## src/rtl/usbpd_bmc_tx_if.sv

```systemverilog
// Byte-stream request interface for the USB-PD BMC transmitter.
//   tx_go/tx_sop      : start request and ordered-set select (client -> transmitter)
//   tx_dat/tx_vld/tx_last : payload byte stream (client -> transmitter)
//   tx_rdy            : byte consumed this cycle (transmitter -> client)
//   tx_busy/tx_done/tx_err : packet status (transmitter -> client)
interface usbpd_bmc_tx_if;
  logic       tx_go;
  logic [2:0] tx_sop;
  logic [7:0] tx_dat;
  logic       tx_vld;
  logic       tx_last;
  logic       tx_rdy;
  logic       tx_busy;
  logic       tx_done;
  logic       tx_err;

  modport master (
    output tx_go, tx_sop, tx_dat, tx_vld, tx_last,
    input  tx_rdy, tx_busy, tx_done, tx_err
  );

  modport slave (
    input  tx_go, tx_sop, tx_dat, tx_vld, tx_last,
    output tx_rdy, tx_busy, tx_done, tx_err
  );
endinterface

```

## src/rtl/usbpd_bmc_tx.sv

```systemverilog
// USB-PD transmit framer and BMC line encoder.
// Sends preamble, ordered set, 4b5b payload, CRC-32 and EOP for one packet per request;
// Hard/Cable Reset requests send preamble and ordered set only.
// Ports:
//   clk, rstz : clock, asynchronous active-low reset
//   tx        : request/byte-stream interface (slave side)
//   cc_tx     : BMC line level
//   cc_oe     : CC driver enable
module usbpd_bmc_tx #(
  parameter int unsigned HALF_UI   = 20,
  parameter int unsigned PRE_BITS  = 64,
  parameter int unsigned MAX_BYTES = 30
) (
  input  logic          clk,
  input  logic          rstz,
  usbpd_bmc_tx_if.slave tx,
  output logic          cc_tx,
  output logic          cc_oe
);

  localparam logic [2:0] StIdle = 3'd0;
  localparam logic [2:0] StPre  = 3'd1;
  localparam logic [2:0] StOs   = 3'd2;
  localparam logic [2:0] StData = 3'd3;
  localparam logic [2:0] StCrc  = 3'd4;
  localparam logic [2:0] StEop  = 3'd5;
  localparam logic [2:0] StTail = 3'd6;

  localparam logic [15:0] HalfLast = 16'(HALF_UI - 1);
  localparam logic [15:0] PreLast  = 16'(PRE_BITS - 1);
  localparam logic [7:0]  MaxBytes = 8'(MAX_BYTES);

  localparam logic [4:0] KS1 = 5'b11000;
  localparam logic [4:0] KS2 = 5'b10001;
  localparam logic [4:0] KS3 = 5'b00110;
  localparam logic [4:0] KR1 = 5'b00111;
  localparam logic [4:0] KR2 = 5'b11001;
  localparam logic [4:0] KEop = 5'b01101;

  function automatic logic [4:0] enc4b5b(input logic [3:0] n);
    logic [4:0] s;
    case (n)
      4'h0: s = 5'b11110;  4'h1: s = 5'b01001;  4'h2: s = 5'b10100;  4'h3: s = 5'b10101;
      4'h4: s = 5'b01010;  4'h5: s = 5'b01011;  4'h6: s = 5'b01110;  4'h7: s = 5'b01111;
      4'h8: s = 5'b10010;  4'h9: s = 5'b10011;  4'hA: s = 5'b10110;  4'hB: s = 5'b10111;
      4'hC: s = 5'b11010;  4'hD: s = 5'b11011;  4'hE: s = 5'b11100;  default: s = 5'b11101;
    endcase
    return s;
  endfunction

  // K-code number idx (0 = first sent) of the ordered set for this request.
  function automatic logic [4:0] os_sym(input logic [2:0] sop, input logic [1:0] idx);
    logic [19:0] s;
    case (sop)
      3'd0:    s = {KS2, KS1, KS1, KS1};
      3'd1:    s = {KS3, KS3, KS1, KS1};
      3'd2:    s = {KS3, KS1, KS3, KS1};
      3'd5:    s = {KR2, KR1, KR1, KR1};
      default: s = {KS3, KR1, KS1, KR1};
    endcase
    case (idx)
      2'd0:    return s[4:0];
      2'd1:    return s[9:5];
      2'd2:    return s[14:10];
      default: return s[19:15];
    endcase
  endfunction

  // Reflected CRC-32, one byte LSB first.
  function automatic logic [31:0] crc_upd(input logic [31:0] c, input logic [7:0] d);
    logic [31:0] r;
    r = c;
    for (int i = 0; i < 8; i++) begin
      r = (r[0] ^ d[i]) ? ((r >> 1) ^ 32'hEDB88320) : (r >> 1);
    end
    return r;
  endfunction

  function automatic logic sop_legal(input logic [2:0] sop);
    return (sop == 3'd0) || (sop == 3'd1) || (sop == 3'd2) || (sop == 3'd5) || (sop == 3'd6);
  endfunction

  logic [2:0]  state_q, state_d;
  logic [15:0] hcnt_q, hcnt_d;
  logic        half_q, half_d;     // 0: first half of the bit, 1: second half
  logic        cc_tx_q, cc_tx_d;
  logic        cc_oe_q, cc_oe_d;
  logic        busy_q, busy_d;
  logic        done_q, done_d;
  logic        err_q, err_d;
  logic        abort_q, abort_d;
  logic        cur_bit_q, cur_bit_d;
  logic [4:0]  sym_q, sym_d;
  logic [2:0]  bidx_q, bidx_d;     // bit position within sym_q
  logic [15:0] pcnt_q, pcnt_d;
  logic [2:0]  sidx_q, sidx_d;     // K-code / nibble index within the current field
  logic [2:0]  sop_q, sop_d;
  logic [7:0]  dat_q, dat_d;
  logic        last_q, last_d;
  logic [7:0]  bcnt_q, bcnt_d;
  logic [31:0] crc_q, crc_d;

  logic        tick, rdy_c, ld, fetch, to_tail;
  logic [4:0]  ld_sym;
  logic [2:0]  nidx;
  logic [31:0] crc_inv;

  always_comb begin
    state_d   = state_q;   hcnt_d  = hcnt_q;   half_d  = half_q;
    cc_tx_d   = cc_tx_q;   cc_oe_d = cc_oe_q;  busy_d  = busy_q;
    abort_d   = abort_q;   cur_bit_d = cur_bit_q;
    sym_d     = sym_q;     bidx_d  = bidx_q;   pcnt_d  = pcnt_q;
    sidx_d    = sidx_q;    sop_d   = sop_q;    dat_d   = dat_q;
    last_d    = last_q;    bcnt_d  = bcnt_q;   crc_d   = crc_q;
    done_d    = 1'b0;      err_d   = 1'b0;     rdy_c   = 1'b0;
    ld        = 1'b0;      ld_sym  = 5'd0;     fetch   = 1'b0;   to_tail = 1'b0;
    crc_inv   = ~crc_q;
    nidx      = sidx_q + 3'd1;
    tick      = (hcnt_q == HalfLast);

    if (!busy_q) begin
      if (tx.tx_go && sop_legal(tx.tx_sop)) begin
        state_d   = StPre;   busy_d  = 1'b1;   cc_oe_d = 1'b1;
        cc_tx_d   = 1'b1;    // first bit start
        hcnt_d    = '0;      half_d  = 1'b0;   pcnt_d  = '0;
        cur_bit_d = 1'b0;    bidx_d  = '0;     sidx_d  = '0;
        sop_d     = tx.tx_sop;
        bcnt_d    = '0;      last_d  = 1'b0;   abort_d = 1'b0;
        crc_d     = 32'hFFFFFFFF;
      end
    end else begin
      hcnt_d = tick ? 16'd0 : hcnt_q + 16'd1;
      if (tick) half_d = ~half_q;

      if (state_q == StTail) begin
        if (tick) begin
          state_d = StIdle;  busy_d = 1'b0;  cc_oe_d = 1'b0;
          half_d  = 1'b0;    done_d = ~abort_q;
        end
      end else if (tick && !half_q) begin
        if (cur_bit_q) cc_tx_d = ~cc_tx_q;
      end else if (tick) begin
        // End of the current bit: pick the next one.
        if (state_q == StPre) begin
          if (pcnt_q == PreLast) begin
            state_d = StOs;  sidx_d = '0;
            ld = 1'b1;       ld_sym = os_sym(sop_q, 2'd0);
          end else begin
            pcnt_d    = pcnt_q + 16'd1;
            cur_bit_d = ~cur_bit_q;
          end
        end else if (bidx_q != 3'd4) begin
          bidx_d    = bidx_q + 3'd1;
          cur_bit_d = sym_q[bidx_q + 3'd1];
        end else begin
          case (state_q)
            StOs: begin
              if (sidx_q != 3'd3) begin
                sidx_d = nidx;
                ld = 1'b1;  ld_sym = os_sym(sop_q, nidx[1:0]);
              end else if (sop_q == 3'd5 || sop_q == 3'd6) begin
                to_tail = 1'b1;
              end else begin
                fetch = 1'b1;
              end
            end
            StData: begin
              if (sidx_q == 3'd0) begin
                sidx_d = 3'd1;
                ld = 1'b1;  ld_sym = enc4b5b(dat_q[7:4]);
              end else if (last_q) begin
                state_d = StCrc;  sidx_d = '0;
                ld = 1'b1;  ld_sym = enc4b5b(crc_inv[3:0]);
              end else begin
                fetch = 1'b1;
              end
            end
            StCrc: begin
              if (sidx_q == 3'd7) begin
                state_d = StEop;
                ld = 1'b1;  ld_sym = KEop;
              end else begin
                sidx_d = nidx;
                ld = 1'b1;  ld_sym = enc4b5b(crc_inv[{nidx, 2'b00} +: 4]);
              end
            end
            default: to_tail = 1'b1;
          endcase
        end

        if (fetch) begin
          if (!tx.tx_vld || bcnt_q == MaxBytes) begin
            err_d = 1'b1;  abort_d = 1'b1;  to_tail = 1'b1;
          end else begin
            rdy_c   = 1'b1;
            dat_d   = tx.tx_dat;
            last_d  = tx.tx_last;
            bcnt_d  = bcnt_q + 8'd1;
            crc_d   = crc_upd(crc_q, tx.tx_dat);
            state_d = StData;  sidx_d = '0;
            ld = 1'b1;  ld_sym = enc4b5b(tx.tx_dat[3:0]);
          end
        end

        if (ld) begin
          sym_d     = ld_sym;
          bidx_d    = '0;
          cur_bit_d = ld_sym[0];
        end

        // Entering TAIL forces the line low: a transition only if it was high.
        if (to_tail) begin
          state_d = StTail;
          cc_tx_d = 1'b0;
        end else begin
          cc_tx_d = ~cc_tx_q;
        end
      end
    end
  end

  always_ff @(posedge clk or negedge rstz) begin
    if (!rstz) begin
      state_q   <= StIdle;  hcnt_q  <= '0;    half_q  <= 1'b0;
      cc_tx_q   <= 1'b0;    cc_oe_q <= 1'b0;  busy_q  <= 1'b0;
      done_q    <= 1'b0;    err_q   <= 1'b0;  abort_q <= 1'b0;
      cur_bit_q <= 1'b0;    sym_q   <= '0;    bidx_q  <= '0;
      pcnt_q    <= '0;      sidx_q  <= '0;    sop_q   <= '0;
      dat_q     <= '0;      last_q  <= 1'b0;  bcnt_q  <= '0;
      crc_q     <= 32'hFFFFFFFF;
    end else begin
      state_q   <= state_d;   hcnt_q  <= hcnt_d;   half_q  <= half_d;
      cc_tx_q   <= cc_tx_d;   cc_oe_q <= cc_oe_d;  busy_q  <= busy_d;
      done_q    <= done_d;    err_q   <= err_d;    abort_q <= abort_d;
      cur_bit_q <= cur_bit_d; sym_q   <= sym_d;    bidx_q  <= bidx_d;
      pcnt_q    <= pcnt_d;    sidx_q  <= sidx_d;   sop_q   <= sop_d;
      dat_q     <= dat_d;     last_q  <= last_d;   bcnt_q  <= bcnt_d;
      crc_q     <= crc_d;
    end
  end

  assign tx.tx_rdy  = rdy_c;
  assign tx.tx_busy = busy_q;
  assign tx.tx_done = done_q;
  assign tx.tx_err  = err_q;
  assign cc_tx      = cc_tx_q;
  assign cc_oe      = cc_oe_q;

endmodule

```

## src/flat_wrapper.sv

```systemverilog
// flat-port wrapper written by rule: the top's interface ports become plain ports
module usbpd_bmc_tx_flat 
#(
  parameter int unsigned HALF_UI   = 20,
  parameter int unsigned PRE_BITS  = 64,
  parameter int unsigned MAX_BYTES = 30
)
  (clk, rstz, cc_tx, cc_oe, tx_tx_go, tx_tx_sop, tx_tx_dat, tx_tx_vld, tx_tx_last, tx_tx_rdy, tx_tx_busy, tx_tx_done, tx_tx_err);
  usbpd_bmc_tx_if tx_i ();
  input  logic clk;
  input  logic rstz;
  output logic cc_tx;
  output logic cc_oe;
  input wire logic [$bits(tx_i.tx_go)-1:0] tx_tx_go;
  input wire logic [$bits(tx_i.tx_sop)-1:0] tx_tx_sop;
  input wire logic [$bits(tx_i.tx_dat)-1:0] tx_tx_dat;
  input wire logic [$bits(tx_i.tx_vld)-1:0] tx_tx_vld;
  input wire logic [$bits(tx_i.tx_last)-1:0] tx_tx_last;
  output wire logic [$bits(tx_i.tx_rdy)-1:0] tx_tx_rdy;
  output wire logic [$bits(tx_i.tx_busy)-1:0] tx_tx_busy;
  output wire logic [$bits(tx_i.tx_done)-1:0] tx_tx_done;
  output wire logic [$bits(tx_i.tx_err)-1:0] tx_tx_err;
  assign tx_i.tx_go = tx_tx_go;
  assign tx_i.tx_sop = tx_tx_sop;
  assign tx_i.tx_dat = tx_tx_dat;
  assign tx_i.tx_vld = tx_tx_vld;
  assign tx_i.tx_last = tx_tx_last;
  assign tx_tx_rdy = tx_i.tx_rdy;
  assign tx_tx_busy = tx_i.tx_busy;
  assign tx_tx_done = tx_i.tx_done;
  assign tx_tx_err = tx_i.tx_err;
  usbpd_bmc_tx #(.HALF_UI(HALF_UI), .PRE_BITS(PRE_BITS), .MAX_BYTES(MAX_BYTES)) u_core (.clk(clk), .rstz(rstz), .tx(tx_i), .cc_tx(cc_tx), .cc_oe(cc_oe));
endmodule
```

## config.mk

```make
export PLATFORM = sky130hd
export DESIGN_NAME = usbpd_bmc_tx_flat
export DESIGN_NICKNAME = d
export VERILOG_FILES = /design/src/rtl/usbpd_bmc_tx_if.sv /design/src/rtl/usbpd_bmc_tx.sv /design/src/flat_wrapper.sv
export SDC_FILE = /design/constraint.sdc
export NUM_CORES = 1
export LEC_CHECK = 0
export BUFFER_PORTS_ARGS = -buffer_cell sky130_fd_sc_hd__buf_2
export CAP_MARGIN = 20
export CORE_UTILIZATION = 55
export CTS_CLUSTER_SIZE = 40
export DETAILED_ROUTE_END_ITERATION = 12
export HOLD_SLACK_MARGIN = 0.08
export MAX_ROUTING_LAYER = met4
export PLACE_DENSITY = 0.82
export SYNTH_ARGS = -nofsm -noshare
export SYNTH_HDL_FRONTEND = slang
export SYNTH_SLANG_ARGS = --single-unit
```

## constraint.sdc

```tcl
create_clock -name clk -period 4.6 [get_ports clk]
set_clock_uncertainty 0.15 [all_clocks]
set_input_delay 0.69 -clock clk [delete_from_list [all_inputs] [get_ports clk]]
set_output_delay 0.69 -clock clk [all_outputs]
set_load 0.01 [all_outputs]
```

# --- Yosys cells after proc, flatten, opt, wreduce, memory -nomap -nowiden ---
# Memories as Yosys holds them, arrays and structs flattened.
# Cells that the tools add are included.
word_totals:
  regBits: 106
  mem_bits_ro: 320
  in_bits: 16
  word_cells: 292
  mem_count: 4
memory_table:
  columns: ["memory", "depth", "width", "read_ports", "rd_clocked_by_memory_dff", "write_ports", "line_no", "source"]
  rows:
  - ["(name not given)", 16, 5, 1, 0, 0, "usbpd_bmc_tx.sv:42", "case (n)"]
  - ["(name not given)", 16, 5, 1, 0, 0, "usbpd_bmc_tx.sv:42", null]
  - ["(name not given)", 16, 5, 1, 0, 0, "usbpd_bmc_tx.sv:42", null]
  - ["(name not given)", 16, 5, 1, 0, 0, "usbpd_bmc_tx.sv:42", null]
classes:
  add_sub_neg: 5
  n_lt_le_gt_ge: 1
  eq_ne: 37
  shift: 1
  muxes: 172
  bitwise: 25
  n_reduce_logical: 28
op_table:
  columns: ["cell", "count"]
  rows:
  - ["two-way mux 32 bit", 15]
  - ["two-way mux 16 bit", 9]
  - ["NOT 13 -> 14 bit", 8]
  - ["two-way mux 3 bit", 36]
  - ["two-way mux 1 bit", 87]
  - ["one-hot mux 20 bit (4 select lines)", 1]
  - ["two-way mux 8 bit", 7]
  - ["two-way mux 5 bit", 9]
  - ["AND reduction 6 bit", 6]
  - ["adder 16 x 1 -> 16 bit (second input constant)", 2]
  - ["NOT 32 bit", 1]
  - ["variable part select 32 x 6 -> 4 bit", 1]
  - ["one-hot mux 5 bit (3 select lines)", 2]
  - ["equality test 3 bit (second input constant)", 7]
  - ["!= test 2 bit (second input constant)", 9]
  - ["!= test 3 bit (second input constant)", 6]
  - ["equality test 16 x 5 -> 1 bit (second input constant)", 1]
  - ["equality test 16 x 6 -> 1 bit (second input constant)", 1]
  - ["equality test 3 x 2 -> 1 bit (second input constant)", 4]
  - ["equality test 3 x 1 -> 1 bit (second input constant)", 3]
  - ["zero test 3 bit", 3]
  - ["one-hot mux 3 bit (3 select lines)", 1]
  - ["adder 8 x 1 -> 8 bit (second input constant)", 1]
  - ["equality test 8 x 5 -> 1 bit (second input constant)", 1]
  - ["other kinds (22)", 48]

# --- Logic depth before layout (Yosys ltp) ---
depth:
  word_depth: 22
  mapped_depth: 14
  depth_no_buf: 12

# --- Least setup slack after synthesis ---
# Ideal clock, no wire load.
synth_path:
  path_type: "reg-to-output"
  from: "register u_core.hcnt_q[0]"
  to: "output tx_tx_rdy"
  arrival_time_ns: 2.276
  slack_ns: 1.484
  stages_incl_launch_ff: 10
  n_path_buf: 1
  cell_sequence: "dfrtp_1 -> ha_1 -> nand2b_1 -> or3_1 -> or2_1 -> clkbuf_1 -> inv_1 -> ha_1 -> or4_1 -> nor2_2"
synth_via:
  elab_chain_cells: 5
  elab_cells_between_ends: 6
  classes_between: "eq/ne (1); mux (4); reduce/logical (1)"
synth_rtl:
  columns: ["element", "line_no", "source"]
  rows:
  - ["from (decl)", "usbpd_bmc_tx.sv:84", "logic [15:0] hcnt_q, hcnt_d;"]
  - ["from (signal assigned)", "usbpd_bmc_tx.sv:232", "state_q <= state_d; hcnt_q <= hcnt_d; half_q <= half_d;"]
  - ["equality test 16 x 5 -> 1 bit *", "usbpd_bmc_tx.sv:119", "tick = (hcnt_q == HalfLast);"]
  - ["two-way mux 1 bit / logical AND 1 bit (equally long branches)", "usbpd_bmc_tx.sv:142, usbpd_bmc_tx.sv:140", null]
  - ["two-way mux 1 bit *", "usbpd_bmc_tx.sv:140", "end else if (tick && !half_q) begin"]
  - ["two-way mux 1 bit *", "usbpd_bmc_tx.sv:135", "if (state_q == StTail) begin"]
  - ["two-way mux 1 bit *", "usbpd_bmc_tx.sv:121", "if (!busy_q) begin"]
  - ["to (decl)", "flat_wrapper.sv:19", "output wire logic [$bits(tx_i.tx_rdy)-1:0] tx_tx_rdy;"]
# Every way passes the cells marked *; elsewhere a longest branch is shown, timed or not.

# --- Final worst setup path ---
# Ends and elaborated chain as after synthesis.

==> flow_summary.yaml <==
final_layout:
  mostFrequentLayoutCells: "nor2_1, dfrtp_1, nand2_1, o21ai_0, xnor2_1"
  area_growth_syn_to_layout_pct: 6.826
  post-route-util_pct: 60.14
  final_common_cell: "nor2_1"
  fillers: 1125
  multi_input_area_um2: 4200
  drive_above_1_share_pct: 12.89
  finalNetCount: 835
  diodes: 0
  seq_area_um2: 2592
worst_setup_path:
  cp_data_arrival_time_ps: 3030
  cp_data_required_time_ps: 3760
  path_cells: "ha_1 -> nand2b_1 -> or3_1 -> or2_1 -> inv_1 -> ha_1 -> or4_1 -> nor2_2 -> buf_2"
  crit_path_top_delay_cell: "or4_1"
  path_depth: 9
  critPathLaunchType: "flop"
  end_kind: "primary output"
  cpPeakStageDelay_ps: 620
  worstPathMaxFanout: 7
  regToRegEndpoint: "u_core.sym_q[1]"
  path_buf_inv: 2
  reg2regPathDepth: 12
  critPathTopFamily: "simple AND/OR/NAND/NOR gates"
  cp-startpoint: "u_core.hcnt_q[0]"
  rrSetupSlack_ps: 960
  r2r_start: "u_core.hcnt_q[0]"
  crit_top_cell: "ha_1"
  crit_path_end: "tx_tx_rdy"
  worstSetupPathType: "flop to primary output"
detailed_routing:
  num_vias: 6140
  wl_per_cell_um: 18.12
  wirelength_um: 17740
  vias_per_cell: 6.272
  remaining_drc_errors: 0
  drtIter0Drc: 577
  first_pass_iters: 7
  drtAntennaViolNets: 0
place:
  hpwl_um: 12760
  place_congestion: 0.9536
  pre_cts_slack_ps: 1048
  port_buffers: 21
timing:
  max_freq_ghz: 0.2582
  fin_crit_sh_pct: 84.20
  fin_crit_ps: 3873
  finalHoldViolations: 0
  relSlewSlack_pct: 40.30
  tns_ps: 0
  rsz0062_at_grt: "false"
  timing.final.max_slew_violations: 0
  fin_ws_ps: 727.0
  worstMarginPinSlew_ps: 895.6
  whs_ps: 298.7
  setup_viol: 0
yosys:
  synthDistinctLibCells: 80
  yosysSeqAreaShare_pct: 36.64
  synthesis.nets: 839
  synth_edf_count: 0
  synthArstFlopShare_pct: 100.0
  synth_area_um2: 7076
  synth.avg_cell_area_um2: 8.779
  synth_warnings: 0
  syn_inst: 806
  synth_top_flop_cell: "dfrtp_1"
  ys_ff_latch: 102
pwr:
  p_leak_nw: 3.099
  vdd_drop_max_uv: 230.1
  p_per_area_nw_per_um2: 466.1
floorplanning:
  io_pins: 22
  die_w_um: 115.4
  die_area_um2: 13320
  die_h_um: 115.4
  start_util_pct: 56.30
  fp-row-count: 41
  core_um2: 12570
global_route:
  grt_pass1_vias: 5823
  grt_pass1_wl_um: 29470
  grt_use_total_pct: 29.47
  grt_max_degree: 71
  antenna_found_initial: 0
  grt-ovfl-total: 0
cts:
  htreeDepth: 3
  clk-insertion-delay-late_ps: 360
  cts_tree: "yes"
  cts_buffer_depth: 2
  cts-hold-fix-buffers: 0
  clk_pin_slew_ps: 70
  clock_sinks: 102
  post_cts_buffers: 0
  cts_root_buf: "clkbuf_16"
  cts_resized: 0
  cts_buffers: 9
status:
  status: "finished clean"
min_path:
  hold_path.class: "input port to asynchronous set/reset pin"
job:
  maxCapViolations: 0
-- cell type report --
type / instances / area share [%]
well taps: 172 / 2.847
flip-flops and latches: 102 / 34.30
inverters: 23 / 1.142
repair buffers: 30 / 2.317
clock inverters: 5 / 0.7449
clock buffers: 11 / 3.079
multi-input cells: 636 / 55.57
-- state kept, by name (all words and copies together) (netlist names), 3 cells and up --
register and cells:
u_core.bidx_q 3, u_core.sop_q 3, u_core.hcnt_q 16, u_core.crc_q 32, u_core.dat_q 4, u_core.sym_q 5
u_core.pcnt_q 16, u_core.sidx_q 3, u_core.state_q 3, u_core.bcnt_q 8
-- layer usage --
| layer | vias to the layer above | routed length [um] | global-route usage [%] |
|---|---|---|---|
| met5 | - | 0 | - |
| met3 | 39 | 1213 | 4.916 |
| met2 | 220 | 8207 | 44.23 |
| met1 | 2971 | 7961 | 39.98 |
| li1 | 2910 | - | - |
| met4 | 0 | 356 | 11.08 |
-- metrics by stage --
stage	power (mW)	std cells	area, um^2
floorplan	2.414	806	7076
global placement	2.698	963	7269
detailed placement	2.734	963	7269
CTS	3.518	979	7559
global route	3.757	979	7559
finish	3.523	979	7559
-- Yosys cell counts, types with 8 or more instances --
cell      count  share of area [%]
nand4_1      10               0.88
and3_1       10               0.88
nor3_1        9               0.64
mux2i_1      12                1.7
nand2_1      69                3.7
o21ai_0      53                3.7
xor2_1       32                4.0
a31oi_1      28                2.5
buf_2        20                1.4
clkbuf_1     21                1.1
nor2b_1      14                1.2
or3_1        14                1.2
xnor2_1      46                5.7
a21oi_1      44                3.1
ha_1         17                3.0
nor2_1       82                4.4
dfrtp_1      70                 25
inv_1        23                1.2
o31ai_1       9               0.95
dfstp_2      32                 12
nand3_1      31                2.2
nand2b_1     10               0.88
nor4_1        8               0.71
-- logic make-up (layout without fill, tap and decap cells) --
logic type / Yosys count / in the layout / share of synthesized area (%)
AND/OR/NAND/NOR: 300 / 300 / 21.56
AO/OA/AOI/OAI: 217 / 217 / 20.07
flip-flops: 102 / 102 / 36.64
XOR/XNOR: 84 / 84 / 11.30
buffers and inverters: 68 / 69 / 4.138
multiplexers: 18 / 18 / 3.289
adder cells (fa/ha/maj): 17 / 17 / 3.006
-- worst register-to-register path, cell delays in order, from the launching register on --
cell       delay (ps)
dfrtp_1           410
ha_1              240
nand2b_1          120
or3_1             170
or2_1             220
inv_1             100
ha_1              270
nor4_1            280
nand4_2           280
nor2_1            460
o31ai_2           250
a2111oi_0         460
nor2_1             90
-- power by group --
group          switching (mW)  internal (mW)  leakage, nW  total [mW]
clock network           0.348          0.424        0.142       0.771
logic                   0.800          0.647         1.72        1.45
registers               0.227           1.08         1.24        1.31
-- how the worst min path moves through the flow --
stage | end | slack [ps] | cells past startpoint
after detailed placement | u_core.tx.tx_done | 290 | 1
after CTS | u_core.tx.tx_done | 300 | 1
final | u_core.last_q | 300 | 1
after global placement | u_core.tx.tx_done | 270 | 1
after floorplan | u_core.abort_q | 240 | 0
after global routing | u_core.tx.tx_done | 310 | 1
(Power assumes the default switching activity.)
